**config.mk**
```make
export PLATFORM = sky130hd
export DESIGN_NAME = mmp_sample_fifo_flat
export DESIGN_NICKNAME = d
export VERILOG_FILES = /design/src/rtl/mmp_pkg.sv /design/src/rtl/mmp_sample_fifo_if.sv /design/src/rtl/mmp_sample_ram.sv /design/src/rtl/mmp_sample_fifo.sv /design/src/flat_wrapper.sv
export SDC_FILE = /design/constraint.sdc
export NUM_CORES = 1
export LEC_CHECK = 0
export ABC_AREA = 0
export BUFFER_PORTS_ARGS = -buffer_cell sky130_fd_sc_hd__buf_2
export CAP_MARGIN = 20
export CORE_MARGIN = 2
export CORE_UTILIZATION = 50
export DETAILED_ROUTE_END_ITERATION = 6
export GPL_TIMING_DRIVEN = 0
export PLACE_DENSITY = 0.69
export SYNTH_ARGS = -nofsm -noshare
export SYNTH_HDL_FRONTEND = slang
export SYNTH_SLANG_ARGS = --single-unit
```
**constraint.sdc**
```tcl
create_clock -name i_CLK -period 5.5 [get_ports i_CLK]
set_clock_uncertainty 0.1 [all_clocks]
set_input_delay 1.1 -clock i_CLK [delete_from_list [all_inputs] [get_ports i_CLK]]
set_output_delay 1.1 -clock i_CLK [all_outputs]
set_load 0.005 [all_outputs]
```
**src/rtl/mmp_pkg.sv**
```systemverilog
// Shared constants and small types for the mmp sample-path blocks.
package mmp_pkg;

    localparam logic HIGH       = 1'b1;
    localparam logic LOW        = 1'b0;
    localparam int   DATA_W_DEF = 16;

    // Encoded as {write_done, read_done} so it can be built straight from the two enables.
    typedef enum logic [1:0] {
        OP_IDLE = 2'b00,
        OP_RD   = 2'b01,
        OP_WR   = 2'b10,
        OP_RW   = 2'b11
    } fifo_op_e;

    function automatic int level_width(input int depth);
        return $clog2(depth) + 1;
    endfunction

endpackage

```
**src/rtl/mmp_sample_fifo_if.sv**
```systemverilog
// Producer/consumer bus of the sample FIFO; the slave modport is the FIFO side.
interface mmp_sample_fifo_if
    import mmp_pkg::*;
#(
    parameter int DATA_W = DATA_W_DEF,
    parameter int CH     = 2,
    parameter int DEPTH  = 8
) ();

    // Strobe protocol, no back-pressure: each one-cycle i_WR_STB / i_RD_STB is an
    // unconditional request. Writes while full are dropped (o_OVF), reads while empty
    // return no frame (o_UNF); o_RD_VALID pulses one cycle after an accepted read.
    logic                            i_WR_STB;
    logic [CH*DATA_W-1:0]            i_WR_DATA;
    logic                            i_RD_STB;
    logic                            i_CLR_FLAGS;
    logic [CH*DATA_W-1:0]            o_RD_DATA;
    logic                            o_RD_VALID;
    logic                            o_FULL;
    logic                            o_EMPTY;
    logic [level_width(DEPTH)-1:0]   o_LEVEL;
    logic                            o_OVF;
    logic                            o_UNF;

    modport master (
        output i_WR_STB, i_WR_DATA, i_RD_STB, i_CLR_FLAGS,
        input  o_RD_DATA, o_RD_VALID, o_FULL, o_EMPTY, o_LEVEL, o_OVF, o_UNF
    );

    modport slave (
        input  i_WR_STB, i_WR_DATA, i_RD_STB, i_CLR_FLAGS,
        output o_RD_DATA, o_RD_VALID, o_FULL, o_EMPTY, o_LEVEL, o_OVF, o_UNF
    );

endinterface

```
**src/rtl/mmp_sample_ram.sv**
```systemverilog
// Frame storage: register array with one write port and one registered read port.
module mmp_sample_ram #(
    parameter int W     = 32,
    parameter int DEPTH = 8
) (
    input  logic                     i_CLK,
    input  logic                     i_RST_n,
    input  logic                     i_WE,
    input  logic [$clog2(DEPTH)-1:0] i_WADDR,
    input  logic [W-1:0]             i_WDATA,
    input  logic                     i_RE,
    input  logic [$clog2(DEPTH)-1:0] i_RADDR,
    input  logic                     i_RCLR,
    output logic [W-1:0]             o_RDATA
);

    logic [W-1:0] r_mem [DEPTH];
    logic [W-1:0] r_rdata;

    // Contents are never reset; only the read register has a defined reset value.
    always_ff @(posedge i_CLK) begin
        if (i_WE) begin
            r_mem[i_WADDR] <= i_WDATA;
        end
    end

    always_ff @(posedge i_CLK or negedge i_RST_n) begin
        if (!i_RST_n) begin
            r_rdata <= '0;
        end else if (i_RE) begin
            r_rdata <= r_mem[i_RADDR];
        end else if (i_RCLR) begin
            r_rdata <= '0;
        end
    end

    assign o_RDATA = r_rdata;

endmodule

```
**src/rtl/mmp_sample_fifo.sv**
```systemverilog
// Multi-channel signed sample FIFO with sticky overflow/underflow flags.
// Build option MMP_FIFO_HOLD_LAST_EN: on underflow hold the last frame instead of silence.
module mmp_sample_fifo
    import mmp_pkg::*;
#(
    parameter int DATA_W = DATA_W_DEF,
    parameter int CH     = 2,
    parameter int DEPTH  = 8
) (
    input logic              i_CLK,
    input logic              i_RST_n,
    mmp_sample_fifo_if.slave io_fifo
);

    localparam int FW = CH * DATA_W;
    localparam int AW = $clog2(DEPTH);
    localparam int LW = level_width(DEPTH);

    logic          r_armed;
    logic [AW-1:0] r_wr_ptr;
    logic [AW-1:0] r_rd_ptr;
    logic [LW-1:0] r_level;
    logic          r_rd_valid;
    logic          r_ovf;
    logic          r_unf;

    logic          w_full;
    logic          w_empty;
    logic          w_wr_req;
    logic          w_rd_req;
    logic          w_rd_do;
    logic          w_wr_do;
    logic          w_ovf_set;
    logic          w_unf_set;
    logic          w_rd_clr;
    fifo_op_e      w_op;
    logic [FW-1:0] w_rd_data;

    assign w_full  = (r_level == LW'(DEPTH));
    assign w_empty = (r_level == '0);

    // Strobes are ignored on the first edge after reset release.
    assign w_wr_req = r_armed & io_fifo.i_WR_STB;
    assign w_rd_req = r_armed & io_fifo.i_RD_STB;

    // A read while full frees the slot the write lands in; a read while empty never
    // sees the frame written in the same cycle.
    assign w_rd_do   = w_rd_req & ~w_empty;
    assign w_wr_do   = w_wr_req & (~w_full | w_rd_do);
    assign w_ovf_set = w_wr_req & w_full & ~w_rd_do;
    assign w_unf_set = w_rd_req & w_empty;
    assign w_op      = fifo_op_e'({w_wr_do, w_rd_do});

`ifdef MMP_FIFO_HOLD_LAST_EN
    assign w_rd_clr = LOW;
`else
    assign w_rd_clr = w_unf_set;
`endif

    always_ff @(posedge i_CLK or negedge i_RST_n) begin
        if (!i_RST_n) begin
            r_armed    <= LOW;
            r_wr_ptr   <= '0;
            r_rd_ptr   <= '0;
            r_level    <= '0;
            r_rd_valid <= LOW;
            r_ovf      <= LOW;
            r_unf      <= LOW;
        end else begin
            r_armed    <= HIGH;
            r_rd_valid <= w_rd_do;
            if (w_wr_do) begin
                r_wr_ptr <= r_wr_ptr + AW'(1);
            end
            if (w_rd_do) begin
                r_rd_ptr <= r_rd_ptr + AW'(1);
            end
            case (w_op)
                OP_WR:   r_level <= r_level + LW'(1);
                OP_RD:   r_level <= r_level - LW'(1);
                default: r_level <= r_level;
            endcase
            // Setting wins over a same-cycle clear.
            if (w_ovf_set) begin
                r_ovf <= HIGH;
            end else if (io_fifo.i_CLR_FLAGS) begin
                r_ovf <= LOW;
            end
            if (w_unf_set) begin
                r_unf <= HIGH;
            end else if (io_fifo.i_CLR_FLAGS) begin
                r_unf <= LOW;
            end
        end
    end

    mmp_sample_ram #(
        .W     (FW),
        .DEPTH (DEPTH)
    ) u_ram (
        .i_CLK   (i_CLK),
        .i_RST_n (i_RST_n),
        .i_WE    (w_wr_do),
        .i_WADDR (r_wr_ptr),
        .i_WDATA (io_fifo.i_WR_DATA),
        .i_RE    (w_rd_do),
        .i_RADDR (r_rd_ptr),
        .i_RCLR  (w_rd_clr),
        .o_RDATA (w_rd_data)
    );

    assign io_fifo.o_RD_DATA  = w_rd_data;
    assign io_fifo.o_RD_VALID = r_rd_valid;
    assign io_fifo.o_FULL     = w_full;
    assign io_fifo.o_EMPTY    = w_empty;
    assign io_fifo.o_LEVEL    = r_level;
    assign io_fifo.o_OVF      = r_ovf;
    assign io_fifo.o_UNF      = r_unf;

endmodule

```
**src/flat_wrapper.sv**
```systemverilog
// flat-port wrapper written by rule: the top's interface ports become plain ports
module mmp_sample_fifo_flat import mmp_pkg::*;
#(
    parameter int DATA_W = DATA_W_DEF,
    parameter int CH     = 2,
    parameter int DEPTH  = 8
)
  (i_CLK, i_RST_n, io_fifo_i_WR_STB, io_fifo_i_WR_DATA, io_fifo_i_RD_STB, io_fifo_i_CLR_FLAGS, io_fifo_o_RD_DATA, io_fifo_o_RD_VALID, io_fifo_o_FULL, io_fifo_o_EMPTY, io_fifo_o_LEVEL, io_fifo_o_OVF, io_fifo_o_UNF);
  mmp_sample_fifo_if #(.DATA_W(DATA_W), .CH(CH), .DEPTH(DEPTH)) io_fifo_i ();
  input logic i_CLK;
  input logic i_RST_n;
  input wire logic [$bits(io_fifo_i.i_WR_STB)-1:0] io_fifo_i_WR_STB;
  input wire logic [$bits(io_fifo_i.i_WR_DATA)-1:0] io_fifo_i_WR_DATA;
  input wire logic [$bits(io_fifo_i.i_RD_STB)-1:0] io_fifo_i_RD_STB;
  input wire logic [$bits(io_fifo_i.i_CLR_FLAGS)-1:0] io_fifo_i_CLR_FLAGS;
  output wire logic [$bits(io_fifo_i.o_RD_DATA)-1:0] io_fifo_o_RD_DATA;
  output wire logic [$bits(io_fifo_i.o_RD_VALID)-1:0] io_fifo_o_RD_VALID;
  output wire logic [$bits(io_fifo_i.o_FULL)-1:0] io_fifo_o_FULL;
  output wire logic [$bits(io_fifo_i.o_EMPTY)-1:0] io_fifo_o_EMPTY;
  output wire logic [$bits(io_fifo_i.o_LEVEL)-1:0] io_fifo_o_LEVEL;
  output wire logic [$bits(io_fifo_i.o_OVF)-1:0] io_fifo_o_OVF;
  output wire logic [$bits(io_fifo_i.o_UNF)-1:0] io_fifo_o_UNF;
  assign io_fifo_i.i_WR_STB = io_fifo_i_WR_STB;
  assign io_fifo_i.i_WR_DATA = io_fifo_i_WR_DATA;
  assign io_fifo_i.i_RD_STB = io_fifo_i_RD_STB;
  assign io_fifo_i.i_CLR_FLAGS = io_fifo_i_CLR_FLAGS;
  assign io_fifo_o_RD_DATA = io_fifo_i.o_RD_DATA;
  assign io_fifo_o_RD_VALID = io_fifo_i.o_RD_VALID;
  assign io_fifo_o_FULL = io_fifo_i.o_FULL;
  assign io_fifo_o_EMPTY = io_fifo_i.o_EMPTY;
  assign io_fifo_o_LEVEL = io_fifo_i.o_LEVEL;
  assign io_fifo_o_OVF = io_fifo_i.o_OVF;
  assign io_fifo_o_UNF = io_fifo_i.o_UNF;
  mmp_sample_fifo #(.DATA_W(DATA_W), .CH(CH), .DEPTH(DEPTH)) u_core (.i_CLK(i_CLK), .i_RST_n(i_RST_n), .io_fifo(io_fifo_i));
endmodule
```
==> results.md <==
- Status: completed
- GRT Total Usage: 20.5%
- Synth top area cells: edfxtp_1, dfrtp_1, mux2_2
- Final Max Tran Viols: 0
- P&R area growth vs syn: 17.5%
- Main flop type after synthesis: edfxtp_1
- Worst-path clk slew: 0.06 ns
- Period minus WS final: 2.99 ns
- Residual DRC count: 0
- Vias: 6039
- Sink Count: 302
- Fill count: 1654
- R2R depth: 10
- Final WL: 24600 um
- Final net count: 801
- FF+latch count, synth: 302
- Kind of end point of the critical path: output port
- Routed length per placed instance: 23.1 um
- Total core area: 22600 um2
- Final Total Pwr: 6.61 mW
- Starting Density: 51.0%
- Mapped Area: 11500 um2
- Yosys Warn Count: 0
- Tcrit/Tclk final: 54.3%
- TritonCTS buffer count: 30
- Die Ht: 156 um
- Ant diodes: 0
- Post-CTS setup buffer count: 0
- Post-synth top area cell: edfxtp_1
- Synth Instances: 619
- PwrDens: 487 nW/um2
- Fmax: 0.335 GHz
- Vias per inst: 5.67
- Peak supply drop: 0.338 mV
- Synth unique cells: 32
- Worst hold slack: 0.378 ns
- Hold Path Stages: 2
- Die area: 24300 um2
- Cts hold-fix bufs: 0
- Worst relative slew slack: 42.7%
- Syn_area_per_cell: 18.6 um2
- Worst Hold End: u_core.u_ram.o_RDATA[8]
- Register-to-register setup slack: 2.64 ns
- Post-synth top area share: 66.6%
- RR Startpoint: u_core.io_fifo.o_LEVEL[2]
- Crit-path max FO: 7
- RSZ-0062 raised after global routing: false
- Worst hold path class: flop to flop
- CTS max path bufs: 3
- Vias in the first global route: 6273
- Static Leak: 4.81 nW
- Post-CTS Resized: 0
- Clk root buf: clkbuf_16
- I/O pins: 78
- Port Buf Inserts: 77
- Global-route wire length before repair: 37000 um
- Register area share after synthesis: 76.6%
- Setup TNS: 0 ns
- Global route total overflow: 0
- Detail Route Antenna Nets: 0
- HPWL after DPL: 16300 um
- Initial antenna violation count: 1
- CTS tree: done
- Die W: 156 um
- Max-cap viol count: 0
- EDFF count, synth: 256
- Worst Path Required: 4.30 ns
- Final core occ: 59.9%
- Startpoint types: flop
- RePlAce Congestion: 0.728
- Worst-skew pair later-pin latency: 0.55 ns
- Hold Startpoint: u_core.u_ram.o_RDATA[8]
- Async SR Flop Fraction: 15.2%
- Post-Syn Nets: 661
- Layout cells sized above 1: 35.5%
- Largest net degree at the start of global routing: 27
- Fin. Hold Viols: 0
- Final setup fails: 0
- WP data arrival: 1.79 ns
- Worst-margin pin slew: 0.853 ns
- H-tree depth: 1
- Crit Path Category: flop to output port
- Pre-antenna DRT Iters: 4
- FF-to-FF End: u_core.io_fifo.o_LEVEL[2]
- Initial DRC Count: 429
- Row count: 55
## cells in the mapped netlist, drive strengths merged (4+ instances only)
library cell  instances
edfxtp              256
mux2                 66
dfrtp                46
nand2                42
nor2                 36
o22ai                34
mux4                 32
o31ai                32
buf                  20
clkbuf               13
inv                   6
ha                    5
xor2                  5
nor4                  4
xnor2                 4
## final cells by class
class	count	area, um2	area share [%]
Inverter	6	22.5	0.166
Tap cell	285	357	2.63
Timing Repair Buffer	108	693	5.11
Clock inverter	11	81.3	0.600
Multi-Input combinational cell	278	2550	18.8
Sequential cell	302	8840	65.2
Clock buffer	43	841	6.20
Buffer	33	179	1.32
## placed cells by master, fill, tap and decap left out, types with 2 or more instances in the layout
master and count:
buf_6 10, clkbuf_1 23, clkinv_1 3, nor3_2 2
mux2_2 66, xor2_1 5, nand2_1 42, mux4_2 32
nor2_4 2, clkinv_2 5, nand2b_1 3, ha_1 5
buf_1 2, nor4_2 4, clkbuf_16 31, edfxtp_1 256
o31ai_1 32, xnor2_1 4, buf_2 85, inv_1 5
a21oi_1 3, clkinvlp_4 2, buf_12 3, o22ai_1 34
buf_4 27, nor2_1 34, dfrtp_1 46, clkbuf_8 2
## worst max path at each step
stage,start,end,slack (ns),depth (start not counted)
after global placement,io_fifo_i_RD_STB,u_core.u_ram.r_mem[2][20],-3.12,5
after CTS,u_core.io_fifo.o_LEVEL[2],io_fifo_o_EMPTY,2.50,3
after floorplan,io_fifo_i_RD_STB,u_core.u_ram.r_mem[2][0],0.33,4
after global routing,io_fifo_i_RD_STB,u_core.u_ram.r_mem[0][22],2.41,7
final,u_core.io_fifo.o_LEVEL[2],io_fifo_o_EMPTY,2.51,3
after detailed placement,io_fifo_i_RD_STB,u_core.u_ram.r_mem[0][18],1.99,7
## sequential cells by signal, indices dropped and copies added, names as in the netlist
signal / flops
u_core.u_ram.r_mem: 256
u_core.u_ram.o_RDATA: 32
u_core.io_fifo.o_LEVEL: 4
u_core.r_rd_ptr: 3
u_core.r_wr_ptr: 3
u_core.io_fifo.o_OVF: 1
u_core.io_fifo.o_RD_VALID: 1
u_core.io_fifo.o_UNF: 1
u_core.r_armed: 1
## worst max-delay path: stages (launching register included)
cell     delay (ns)
dfrtp_1        0.46
or4_4          0.60
inv_1          0.07
buf_2          0.10
## layer usage
metal	up-vias	routed length (um)	GRT usage [%]
li1	2727	-	-
met1	3096	10200	27.6
met2	169	12600	35.6
met3	45	1330	3.36
met4	2	460	4.89
met5	-	13	0
## kinds of logic after synthesis
kind of cell | synth area share, %
flip-flops | 76.6
multiplexers | 12.7
AND/OR/NAND/NOR | 3.54
AO/OA/AOI/OAI | 4.21
buffers and inverters | 1.75
XOR/XNOR | 0.683
adder cells (fa/ha/maj) | 0.542
other | 0.0325
## metrics by stage
| stage | instances | setup WS, ns | instance area, um2 |
|---|---|---|---|
| final | 1066 | 2.51 | 13600 |
| after global routing | 1066 | 2.41 | 13600 |
| after CTS | 1066 | 2.50 | 13600 |
| after detailed placement | 1012 | 1.99 | 12600 |
| after global placement | 981 | -3.12 | 12300 |
| after floorplan | 619 | 0.335 | 11500 |
## report_power, final
| part | switching [mW] | internal [mW] |
|---|---|---|
| Combinational | 0.952 | 0.800 |
| Sequential | 0.149 | 2.79 |
| Clock | 0.812 | 1.10 |
(Power assumes the default switching activity.)
